[src/rtl/rr_mux4_if.sv]
// rr_mux4_if: four valid/ready input channels plus one tagged output stream.
// Ports: a..d valid/data/ready, out_valid/out_data/out_sel/out_ready.
interface rr_mux4_if #(
   parameter int WIDTH = 8
);
   logic             a_valid;
   logic [WIDTH-1:0] a_data;
   logic             a_ready;
   logic             b_valid;
   logic [WIDTH-1:0] b_data;
   logic             b_ready;
   logic             c_valid;
   logic [WIDTH-1:0] c_data;
   logic             c_ready;
   logic             d_valid;
   logic [WIDTH-1:0] d_data;
   logic             d_ready;
   logic             out_valid;
   logic [WIDTH-1:0] out_data;
   logic [1:0]       out_sel;
   logic             out_ready;

   modport slave (
      input  a_valid, a_data,
      input  b_valid, b_data,
      input  c_valid, c_data,
      input  d_valid, d_data,
      output a_ready, b_ready,
      output c_ready, d_ready,
      output out_valid, out_data,
      output out_sel,
      input  out_ready
   );

   modport master (
      output a_valid, a_data,
      output b_valid, b_data,
      output c_valid, c_data,
      output d_valid, d_data,
      input  a_ready, b_ready,
      input  c_ready, d_ready,
      input  out_valid, out_data,
      input  out_sel,
      output out_ready
   );
endinterface

[src/rtl/rr_mux4.sv]
// rr_mux4: round-robin 4:1 stream mux into a registered, source-tagged output.
// Ports: clk, rst (sync, active-high), bus (rr_mux4_if.slave).
module rr_mux4 #(
   parameter int WIDTH = 8
) (
   input  logic      clk,
   input  logic      rst,
   rr_mux4_if.slave  bus
);
   localparam logic [0:0] EMPTY = 1'b0;
   localparam logic [0:0] FULL  = 1'b1;

   logic [0:0]       state_q, state_d;
   logic [WIDTH-1:0] data_q, data_d;
   logic [1:0]       sel_q, sel_d;
   logic [1:0]       ptr_q, ptr_d;

   logic [3:0]       vld;
   logic [3:0]       rdy;
   logic [1:0]       idx;
   logic [1:0]       gnt_idx;
   logic             gnt_any;
   logic             load;
   logic             xfer;
   logic [WIDTH-1:0] gnt_data;

   assign vld = {bus.d_valid, bus.c_valid,
                 bus.b_valid, bus.a_valid};

   // First valid channel scanning upward from ptr.
   always_comb begin
      idx     = ptr_q;
      gnt_any = 1'b0;
      gnt_idx = ptr_q;
      for (int i = 0; i < 4; i++) begin
         idx = ptr_q + 2'(i);
         if (!gnt_any && vld[idx]) begin
            gnt_any = 1'b1;
            gnt_idx = idx;
         end
      end
   end

   assign load = !rst &&
                 (state_q == EMPTY || bus.out_ready);
   assign xfer = gnt_any && load;
   assign rdy  = xfer ? (4'b0001 << gnt_idx) : 4'b0000;

   always_comb begin
      gnt_data = bus.a_data;
      unique case (gnt_idx)
         2'd0: gnt_data = bus.a_data;
         2'd1: gnt_data = bus.b_data;
         2'd2: gnt_data = bus.c_data;
         2'd3: gnt_data = bus.d_data;
         default: gnt_data = bus.a_data;
      endcase
   end

   // A free or draining register with no grant goes empty.
   always_comb begin
      state_d = state_q;
      data_d  = data_q;
      sel_d   = sel_q;
      ptr_d   = ptr_q;
      if (xfer) begin
         state_d = FULL;
         data_d  = gnt_data;
         sel_d   = gnt_idx;
         ptr_d   = gnt_idx + 2'd1;
      end else if (load) begin
         state_d = EMPTY;
      end
   end

   always_ff @(posedge clk) begin
      if (rst) begin
         state_q <= EMPTY;
         data_q  <= '0;
         sel_q   <= 2'd0;
         ptr_q   <= 2'd0;
      end else begin
         state_q <= state_d;
         data_q  <= data_d;
         sel_q   <= sel_d;
         ptr_q   <= ptr_d;
      end
   end

   assign bus.a_ready   = rdy[0];
   assign bus.b_ready   = rdy[1];
   assign bus.c_ready   = rdy[2];
   assign bus.d_ready   = rdy[3];
   assign bus.out_valid = (state_q == FULL);
   assign bus.out_data  = data_q;
   assign bus.out_sel   = sel_q;
endmodule
[src/flat_wrapper.sv]
// flat-port wrapper written by rule: the top's interface ports become plain ports
module rr_mux4_flat 
#(
   parameter int WIDTH = 8
)
  (clk, rst, bus_a_valid, bus_a_data, bus_b_valid, bus_b_data, bus_c_valid, bus_c_data, bus_d_valid, bus_d_data, bus_a_ready, bus_b_ready, bus_c_ready, bus_d_ready, bus_out_valid, bus_out_data, bus_out_sel, bus_out_ready);
  rr_mux4_if #(.WIDTH(WIDTH)) bus_i ();
  input  logic clk;
  input  logic rst;
  input wire logic [$bits(bus_i.a_valid)-1:0] bus_a_valid;
  input wire logic [$bits(bus_i.a_data)-1:0] bus_a_data;
  input wire logic [$bits(bus_i.b_valid)-1:0] bus_b_valid;
  input wire logic [$bits(bus_i.b_data)-1:0] bus_b_data;
  input wire logic [$bits(bus_i.c_valid)-1:0] bus_c_valid;
  input wire logic [$bits(bus_i.c_data)-1:0] bus_c_data;
  input wire logic [$bits(bus_i.d_valid)-1:0] bus_d_valid;
  input wire logic [$bits(bus_i.d_data)-1:0] bus_d_data;
  output wire logic [$bits(bus_i.a_ready)-1:0] bus_a_ready;
  output wire logic [$bits(bus_i.b_ready)-1:0] bus_b_ready;
  output wire logic [$bits(bus_i.c_ready)-1:0] bus_c_ready;
  output wire logic [$bits(bus_i.d_ready)-1:0] bus_d_ready;
  output wire logic [$bits(bus_i.out_valid)-1:0] bus_out_valid;
  output wire logic [$bits(bus_i.out_data)-1:0] bus_out_data;
  output wire logic [$bits(bus_i.out_sel)-1:0] bus_out_sel;
  input wire logic [$bits(bus_i.out_ready)-1:0] bus_out_ready;
  assign bus_i.a_valid = bus_a_valid;
  assign bus_i.a_data = bus_a_data;
  assign bus_i.b_valid = bus_b_valid;
  assign bus_i.b_data = bus_b_data;
  assign bus_i.c_valid = bus_c_valid;
  assign bus_i.c_data = bus_c_data;
  assign bus_i.d_valid = bus_d_valid;
  assign bus_i.d_data = bus_d_data;
  assign bus_a_ready = bus_i.a_ready;
  assign bus_b_ready = bus_i.b_ready;
  assign bus_c_ready = bus_i.c_ready;
  assign bus_d_ready = bus_i.d_ready;
  assign bus_out_valid = bus_i.out_valid;
  assign bus_out_data = bus_i.out_data;
  assign bus_out_sel = bus_i.out_sel;
  assign bus_i.out_ready = bus_out_ready;
  rr_mux4 #(.WIDTH(WIDTH)) u_core (.clk(clk), .rst(rst), .bus(bus_i));
endmodule
[config.mk]
export PLATFORM = sky130hd
export DESIGN_NAME = rr_mux4_flat
export DESIGN_NICKNAME = d
export VERILOG_FILES = /design/src/rtl/rr_mux4_if.sv /design/src/rtl/rr_mux4.sv /design/src/flat_wrapper.sv
export SDC_FILE = /design/constraint.sdc
export NUM_CORES = 1
export LEC_CHECK = 0
export ABC_AREA = 0
export ABC_CLOCK_PERIOD_IN_PS = 2800
export CAP_MARGIN = 5
export CORE_MARGIN = 8
export CORE_UTILIZATION = 36
export DETAILED_ROUTE_END_ITERATION = 8
export GPL_ROUTABILITY_DRIVEN = 1
export PLACE_DENSITY = 0.79
export SLEW_MARGIN = 25
export SYNTH_ARGS = -nofsm -noshare
export SYNTH_HDL_FRONTEND = slang
export SYNTH_SLANG_ARGS = --single-unit
[constraint.sdc]
create_clock -name clk -period 2.8 [get_ports clk]
set_clock_uncertainty 0.1 [all_clocks]
set_input_delay 0.28 -clock clk [delete_from_list [all_inputs] [get_ports clk]]
set_output_delay 0.28 -clock clk [all_outputs]
set_load 0.1 [all_outputs]
# After elaboration in Yosys (flattened, before gate mapping)
# Index checks and enable logic that the tools add are counted.
# classes
add_sub_neg,4
shift,1
bitwise_logic,1
muxes,19
eq_ne,3
order_cmp,4
reduce_logical,12
# ops
operator,count
8-bit case mux with 4 select lines,1
"2-bit by 3-bit < comparator with 1-bit output, second input constant",4
1-bit two-way mux,10
1-bit binary-select mux with 2-bit select,4
2-bit two-way mux,3
1-bit logical AND,5
"2-bit by 1-bit adder with 2-bit output, second input constant",2
"2-bit adder, second input constant",2
"2-bit equality test, second input constant",2
1-bit zero test,4
4-bit two-way mux,1
"1-bit by 2-bit left shift with 4-bit output, first input constant",1
"2-bit by 1-bit equality test with 1-bit output, second input constant",1
2-bit zero test,1
2-bit nonzero test,1
1-bit logical OR,1
1-bit NOT,1
# totals
register_bits,13
inputBits,39
word_cells,48
out_inout_bits,15

# Longest topological paths before layout
# Gate-level depths: netlist of the first run.
# logic_depth
ltp_word,14
depth_mapped,10
ltp_nobuf,9

# Worst setup path before layout of the first run
# Ideal clock, no wire load.
# synth_timing
kind,register -> output
start,register u_core.ptr_q[1]
end,output bus_b_ready
t_arrival_ns,2.140
path_buffers,1
path_slack_ns,0.280
t_required_ns,2.420
path_stages_with_launch,7
path_cell_list,dfxtp_1 > a21oi_1 > o22a_1 > o22ai_1 > ha_1 > clkbuf_1 > and2_1
# synth_between
elab_chain_cells,14
elab_cells_between_ends,27
cone_classes,3 x add/sub; 1 x shift; 16 x mux; 7 x reduce/logical
# synth_rtl
element,line,text
start: declaration,rr_mux4.sv:16,"logic [1:0] ptr_q, ptr_d;"
start signal: assignment,rr_mux4.sv:86,ptr_q <= ptr_d;
branches (longest 13 deep; another with 2-bit by 1-bit adder with 2-bit output),-,
4-bit two-way mux (*),rr_mux4.sv:47,assign rdy = xfer ? (4'b0001 << gnt_idx) : 4'b0000;
end: declaration,flat_wrapper.sv:19,output wire logic [$bits(bus_i.b_ready)-1:0] bus_b_ready;
# Every way passes the cells marked *. The select of a mux whose other input is x is not followed.

# Worst setup path after layout of the first run
# layout_timing
start,input bus_a_valid
end,output bus_c_ready
# layout_between
elab_chain_cells,14
elab_cells_between_ends,24
cone_classes,1 x shift; 16 x mux; 7 x reduce/logical
# layout_rtl
element,line,text
start: declaration,flat_wrapper.sv:10,input wire logic [$bits(bus_i.a_valid)-1:0] bus_a_valid;
1-bit binary-select mux with 2-bit select,rr_mux4.sv:37,if (!gnt_any && vld[idx]) begin
1-bit two-way mux (implied by the code),rr_mux4.sv:37,
1-bit two-way mux,rr_mux4.sv:37,
1-bit zero test,rr_mux4.sv:37,
1-bit logical AND,rr_mux4.sv:37,
1-bit two-way mux,rr_mux4.sv:37,
1-bit zero test,rr_mux4.sv:37,
1-bit logical AND,rr_mux4.sv:37,
1-bit two-way mux,rr_mux4.sv:37,
1-bit zero test,rr_mux4.sv:37,
1-bit logical AND,rr_mux4.sv:37,
2-bit two-way mux / 1-bit two-way mux (equally long branches),rr_mux4.sv:37,
1-bit by 2-bit left shift with 4-bit output / 1-bit logical AND (equally long branches),"rr_mux4.sv:47, rr_mux4.sv:46",
4-bit two-way mux (*),rr_mux4.sv:47,
end: declaration,flat_wrapper.sv:20,output wire logic [$bits(bus_i.c_ready)-1:0] bus_c_ready;
# Every way passes the cells marked *; elsewhere a longest branch is shown, timed or not. The select of a mux whose other input is x is not followed.

==> run_results.csv, run 1 <==
group,metric,value,unit
floorplan,floorplan.initialDensity,36.5,%
synth,synth_largest_area_cell,"dfxtp_1",
drt,wl_per_cell,15.0,um
drt,drc_errors,0,
sta,postLayoutSetupSlackWorst,0.169,ns
floorplan,fp.coreArea,2390,um2
worst_setup_path,cp.required,2.42,ns
pwr,internal-power,0.464,mW
worst_setup_path,crit_cells,7,
global_route,track_usage,12.8,%
worst_hold_path,hold_end,"u_core.bus.out_data[1]",
synth,synth_area_leaders,"dfxtp_1 (30%), a222oi_1 (9.2%), nand2_1 (8.6%)",
placement,gp_congestion,0.698,
synth,synth_edf_count,0,
floorplan,boundaryPins,54,
finish,drive_gt1_share,24.2,%
synth,synth_fp_nets,152,
sta,slew_viol_final,0,
synth,avgSynthCellArea,8.07,um2
synth,synth_async_sr_flop_share,0,%
worst_setup_path,worstPathCellList,"clkdlybuf4s50_1 > nor2b_1 > a21oi_1 > o221ai_1 > ha_1 > and2_1 > buf_12",
sta,layout_min_cycle_time,2.63,ns
finish,regArea,260,um2
sta,max_slew_margin,41.0,%
global_route,grt_pass1_wl,4610,um
worst_setup_path,setup.worst_path.end_class,"primary output",
pwr,combPwrFrac,61.7,%
outcome,status,"complete, no violations",
synth,synth_top_area_share,29.8,%
job,cap_violations,0,
clocking,cts_buffer_depth,2,
synth,syn-instance-count,108,
synth,ys_ff_latch,13,
synth,synthTopCellsByCount,"nand2_1 (20), dfxtp_1 (13), o21ai_0 (9), a222oi_1 (8)",
worst_setup_path,worstReg2RegEnd,"u_core.bus.out_data[3]",
drt,antenna_left,0,
clocking,cts-root-buf,"clkbuf_4",
sta,max_freq,0.380,GHz
finish,n_antenna_cell,0,
synth,synth.distinct_cells,27,
sta,finalSetupViolations,0,
synth,synth_ff_type,"dfxtp_1",
floorplan,die_width,65.2,um
synth,syn-cell-area,872,um2
worst_setup_path,crit_buf_inv,2,
worst_setup_path,critPathArrivalTime,2.25,ns
worst_setup_path,cpMaxStageDelayCell,"clkdlybuf4s50_1",
clocking,clk_latency,0.26,ns
pwr,power_density,611,nW/um2
sta,min_period_over_period,93.9,%
placement,portBuffers,53,
worst_hold_path,worstHoldStart,"u_core.bus.out_data[1]",
drt,drt-total-wl,2860,um
worst_setup_path,rrSetupSlack,0.49,ns
floorplan,die_area,4250,um2
drt,firstDrtPassIters,6,
global_route,grt-ovfl-total,0,
finish,area_growth_syn_to_layout,68.0,%
worst_setup_path,worstSetupPathType,"in -> out",
worst_setup_path,max_stage_delay,0.58,ns
sta,worst_pin_slew,0.881,ns
synth,yosysMostFrequentCell,"nand2_1",
pwr,power_frac_seq,26.2,%
global_route,antenna_found_initial,0,
pwr,p_switching,0.432,mW
clocking,cts_tree,"yes",
worst_setup_path,worstPathMaxFanout,9,
sta,setup_tns,0,ns
sta,hold_viol,0,
synth,ys_warn_count,0,
drt,initialDrtViolationCount,72,
global_route,grt_pass1_vias,1018,
clocking,cts.clk_slew.worst_paths,0.07,ns
worst_setup_path,crit_family,"buffers and inverters",
clocking,cts_buffers,3,
worst_hold_path,hold_depth,2,
finish,nNetsFinal,206,
placement,dp_hpwl,2340,um
worst_setup_path,reg2reg_depth,9,
synth,ys_seq_area_share,29.8,%
clocking,cts.sinks,13,
drt,num_vias,998,
clocking,h-tree-depth,1,
pwr,power.share.clock,12.1,%
drt,vias_per_cell,5.23,
global_route,grt_start_max_net_pins,17,
pwr,max-vdd-ir-drop,0.404,mV
floorplan,rows,18,
worst_hold_path,hp-class,"reg -> reg",
pwr,power_leakage,0.568,nW
floorplan,die_h,65.2,um
finish,multi_input_area,561,um2
sta,rsz0062_at_grt,"false",
pwr,p_sw_share,48.2,%
worst_setup_path,timing.rr.start,"u_core.ptr_q[1]",
finish,num-fill-cells,225,
placement,pre_cts_ws,0.0559,ns
worst_setup_path,cp-start-kind,"input pin",
==> worst max path at each step <==
stage	slack [ns]	end	from
2_1_floorplan	0.28	bus_b_ready	u_core.ptr_q[1]
3_3_place_gp	0.15	u_core.bus.out_data[1]	bus_a_valid
3_5_place_dp	0.06	u_core.bus.out_data[3]	bus_a_valid
4_1_cts	0.15	bus_b_ready	bus_a_valid
5_1_grt	0.02	bus_c_ready	bus_a_valid
6_report	0.17	bus_c_ready	bus_a_valid
==> routing by layer <==
| layer | up-vias | part of all wire (%) | GRT usage [%] | routed length (um) |
|---|---|---|---|---|
| met5 | - | 0 | 0 | 0 |
| met4 | 0 | 0.63 | 3.27 | 18 |
| met3 | 2 | 7.5 | 3.57 | 214 |
| met2 | 39 | 50 | 21.5 | 1440 |
| met1 | 464 | 42 | 15.5 | 1200 |
| li1 | 493 | - | - | - |
==> per-stage QoR <==
step           area [um2]  hold WS [ns]  cells  utilization (%)  power, mW
3_5_place_dp         1430         0.355    187             60.1      0.786
4_1_cts              1460         0.368    191             61.2      0.895
5_1_grt              1470         0.386    191             61.4      0.951
2_1_floorplan         872         0.356    108                -      0.612
3_3_place_gp         1430         0.345    187             60.1      0.776
6_report             1470         0.366    191             61.4      0.896
==> kinds of logic (layout without fill, tap and decap cells) <==
kind of cell	count (synthesis)	after routing	share of synthesized area [%]
simple gates	43	43	26.5
compound gates	36	36	30.0
flops	13	13	29.8
buf+inv	11	64	6.46
fa+ha+maj	5	5	7.17
==> worst min-delay path, delay by kind of cell, from the launching register on <==
kind / cells / cell delay, ns
flops: 1 / 0.32
simple gates: 1 / 0.06
compound gates: 1 / 0.04
==> power by group through the flow <==
| stage | Sequential [mW] | Clock, mW | Combinational (mW) |
|---|---|---|---|
| after global routing | 0.237 | 0.122 | 0.592 |
| after CTS | 0.233 | 0.110 | 0.551 |
| final | 0.234 | 0.109 | 0.553 |
| after global placement | 0.236 | 0 | 0.540 |
| after floorplan | 0.378 | 0 | 0.234 |
| after detailed placement | 0.238 | 0 | 0.549 |
==> cells in the final DEF, fill, tap and decap left out, types with 2 or more instances in the layout <==
master	instances
a21oi_1	6
a21oi_2	6
a222oi_1	8
and2_1	4
buf_12	4
buf_4	14
clkbuf_4	3
clkdlybuf4s50_1	38
dfxtp_1	13
ha_1	3
ha_2	2
inv_1	4
nand2_1	20
nand2_2	6
nand3b_1	2
nor2_1	2
nor2b_1	4
o21ai_0	9
o21ai_1	2
==> registers in the layout (all words and copies together) (netlist names) <==
signal	count
u_core.bus.out_valid	1
u_core.bus.out_sel	2
u_core.ptr_q	2
u_core.bus.out_data	8
==> layout make-up <==
type                    count  area share (%)
repair buffers             56            38.6
multi-input cells          84            38.3
flip-flops and latches     13            17.8
well taps                  30            2.56
clock buffers               4            1.79
inverters                   4            1.02
==> timing repair <==
action,4_1_cts,5_1_grt
setup endpoints to repair,0,2
resized for setup,0,2
hold buffers,0,0
endpoints found under the hold margin,0,0
buffers inserted,0,0
Power figures use the tool's default switching activity.
==> inputs of run 2 (changes only) <==
--- a/config.mk
+++ b/config.mk
@@ -6,13 +6,15 @@
 export NUM_CORES = 1
 export LEC_CHECK = 0
 export ABC_AREA = 0
-export ABC_CLOCK_PERIOD_IN_PS = 2800
+export ABC_CLOCK_PERIOD_IN_PS = 2200
 export CAP_MARGIN = 5
+export CORE_ASPECT_RATIO = 0.5
 export CORE_MARGIN = 8
-export CORE_UTILIZATION = 36
+export CORE_UTILIZATION = 33
 export DETAILED_ROUTE_END_ITERATION = 8
 export GPL_ROUTABILITY_DRIVEN = 1
-export PLACE_DENSITY = 0.79
+export GPL_TIMING_DRIVEN = 0
+export PLACE_DENSITY = 0.76
 export SLEW_MARGIN = 25
 export SYNTH_ARGS = -nofsm -noshare
 export SYNTH_HDL_FRONTEND = slang
==> constraint.sdc (replaced) <==
create_clock -name clk -period 2.2 [get_ports clk]
set_clock_uncertainty 0.1 [all_clocks]
set_input_delay 0.22 -clock clk [delete_from_list [all_inputs] [get_ports clk]]
set_output_delay 0.22 -clock clk [all_outputs]
set_load 0.1 [all_outputs]
==> run 2 against run 1 <==
Net effect:
- sequential power rose by 30%
- die area increased by 9.2%
- combinational power increased by 55%
- sequential share of layout area decreased by 1.8 points
- hold slack got worse by 0.011 ns
- non-clock buffer count increased by 11
- flip-flop and latch count is the same
- largest power group unchanged
- largest cell class unchanged
- first-iteration DRC count grew 8.3%
- wire length is 21% higher
- critical path depth up 3
- worst setup slack worse by 0.13 ns
==> run_results.csv, run 2 (synthesis gave the netlist of run 1 again) <==
group,metric,value,unit
finish,final_common_cell,"clkdlybuf4s50_1",
drt,num_vias,1058,
clocking,cts_buffer_depth,2,
worst_setup_path,worstSetupPathType,"reg -> reg",
floorplan,die_width,88.7,um
finish,n_antenna_cell,0,
pwr,power,1.37,mW
worst_setup_path,path_common_cell,"buf_6",
floorplan,die_h,52.4,um
placement,portBuffers,53,
floorplan,fp.coreArea,2550,um2
placement,dp_hpwl,2340,um
pwr,combPwrFrac,62.4,%
drt,vias_per_cell,5.06,
worst_setup_path,critPathArrivalTime,2.15,ns
clocking,cts_buffers,3,
sta,min_period_over_period,98.4,%
sta,max_freq,0.462,GHz
pwr,internal-power,0.743,mW
drt,firstDrtPassIters,8,
worst_setup_path,rrSetupSlack,0.04,ns
drt,drc_errors,0,
placement,pre_cts_ws,-1.55,ns
sta,hold_viol,0,
drt,antenna_left,0,
clocking,cts-root-buf,"clkbuf_8",
clocking,cts.clk_slew.worst_paths,0.05,ns
finish,num-fill-cells,223,
pwr,p_switching,0.632,mW
clocking,cts_tree,"yes",
worst_setup_path,worstReg2RegEnd,"u_core.bus.out_data[7]",
worst_setup_path,worstPathMaxFanout,6,
worst_setup_path,max_stage_delay,0.38,ns
floorplan,floorplan.initialDensity,34.1,%
finish,regArea,265,um2
sta,worst_pin_slew,1.02,ns
pwr,power_leakage,0.616,nW
floorplan,boundaryPins,54,
sta,layout_min_cycle_time,2.16,ns
worst_hold_path,hold_depth,4,
worst_setup_path,setup.worst_path.end_class,"flip-flop",
sta,max_slew_margin,31.9,%
drt,wl_per_cell,16.6,um
sta,finalSetupViolations,0,
worst_setup_path,cp-start-kind,"flip-flop",
clocking,clk_latency,0.24,ns
pwr,power_frac_seq,22.1,%
drt,drt-total-wl,3480,um
drt,initialDrtViolationCount,78,
finish,area_growth_syn_to_layout,90.8,%
worst_setup_path,cp.required,2.18,ns
worst_hold_path,hold_end,"u_core.bus.out_valid",
global_route,track_usage,14.4,%
global_route,grt_start_max_net_pins,11,
finish,multi_input_area,639,um2
sta,slew_viol_final,0,
global_route,grt_pass1_vias,1069,
floorplan,die_area,4640,um2
pwr,max-vdd-ir-drop,0.403,mV
clocking,h-tree-depth,1,
pwr,power.share.clock,15.5,%
worst_hold_path,worstHoldStart,"bus_d_valid",
placement,gp_congestion,0.732,
worst_setup_path,cpMaxStageDelayCell,"dfxtp_4",
pwr,p_sw_share,46.0,%
worst_setup_path,worstPathCellList,"nor3b_2 > o22a_1 > o22ai_4 > buf_6 > ha_4 > buf_6 > a222oi_1 > o21ai_1 > nand2_1 > a21oi_1",
finish,fin_area,1660,um2
worst_hold_path,hp-class,"in -> reg",
finish,drive_gt1_share,34.3,%
sta,setup_tns,0,ns
worst_setup_path,timing.rr.start,"u_core.ptr_q[1]",
global_route,antenna_found_initial,0,
finish,nNetsFinal,217,
sta,postLayoutSetupSlackWorst,0.0353,ns
clocking,cts.sinks,13,
worst_setup_path,reg2reg_depth,10,
pwr,power_density,826,nW/um2
job,cap_violations,0,
floorplan,rows,13,
finish,largest_reg_flops,8,
outcome,status,"complete, no violations",
global_route,grt_pass1_wl,5220,um
finish,final_cell_mix,"clkdlybuf4s50_1 (45), nand2_1 (20), dfxtp_1 (11)",
global_route,grt-ovfl-total,0,
placement,place_area,1450,um2
## run 2: changes by cell type in the layout (fill, tap and decap cells not counted), sizes merged
cell / change
dlygate4sd2: +1
clkdlybuf4s50: +7
buf: -2
clkbuf: +5
## run 2: worst max-delay path: cells and delay by family, from the launching register on
kind / cells / cell delay (ns)
AO/OA/AOI/OAI: 5 / 0.81
flip-flops: 1 / 0.38
AND/OR/NAND/NOR: 2 / 0.27
buffers and inverters: 2 / 0.27
adder cells (fa/ha/maj): 1 / 0.18
## run 2: power groups by stage
stage | sequential (mW) | clock [mW] | combinational (mW)
2_1_floorplan | 0.481 | 0 | 0.300
3_3_place_gp | 0.299 | 0 | 0.676
3_5_place_dp | 0.301 | 0 | 0.682
4_1_cts | 0.301 | 0.217 | 0.802
5_1_grt | 0.308 | 0.230 | 0.907
6_report | 0.304 | 0.214 | 0.857
## run 2: routing by layer
| layer | part of all wire [%] | routed length, um | GRT usage, % |
|---|---|---|---|
| met1 | 40 | 1370 | 15.5 |
| met2 | 52 | 1820 | 26.5 |
| met3 | 5.8 | 203 | 4.06 |
| met4 | 2.1 | 74 | 5.26 |
| met5 | 0 | 0 | 0 |
## run 2: worst max-delay path by stage
stage / from / to / slack [ns] / depth (start not counted)
2_1_floorplan: u_core.ptr_q[1] / bus_b_ready / 0.01 / 6
3_3_place_gp: bus_a_valid / bus_c_ready / -1.52 / 8
3_5_place_dp: bus_a_valid / bus_c_ready / -1.55 / 8
4_1_cts: u_core.ptr_q[0] / u_core.bus.out_data[5] / 0.009 / 9
5_1_grt: u_core.ptr_q[1] / u_core.bus.out_data[7] / -0.07 / 9
6_report: u_core.ptr_q[1] / u_core.bus.out_data[7] / 0.04 / 10
## run 2: repair_timing
| action | in CTS | in global routing |
|---|---|---|
| setup buffers | 9 | 2 |
| hold endpoints to repair | 0 | 0 |
| endpoints found under the setup margin | 12 | 11 |
| resized for setup | 50 | 22 |
| hold buffers | 0 | 0 |
| pin swaps | 5 | 10 |
## run 2: final cells by class
class                   instances  share of cell area (%)
multi-input cells              84                    38.4
repair buffers                 63                    37.2
flip-flops and latches         13                    15.9
well taps                      37                    2.78
clock buffers                   4                    2.71
plain buffers                   4                    1.88
inverters                       4                    1.05
## run 2: per-stage QoR
step / utilization, % / hold slack (ns) / std cells
after CTS: 63.9 / 0.358 / 208
after floorplan: - / 0.296 / 108
after global routing: 65.2 / 0.387 / 209
after detailed placement: 56.9 / 0.353 / 198
after global placement: 56.9 / 0.347 / 198
final: 65.2 / 0.354 / 209
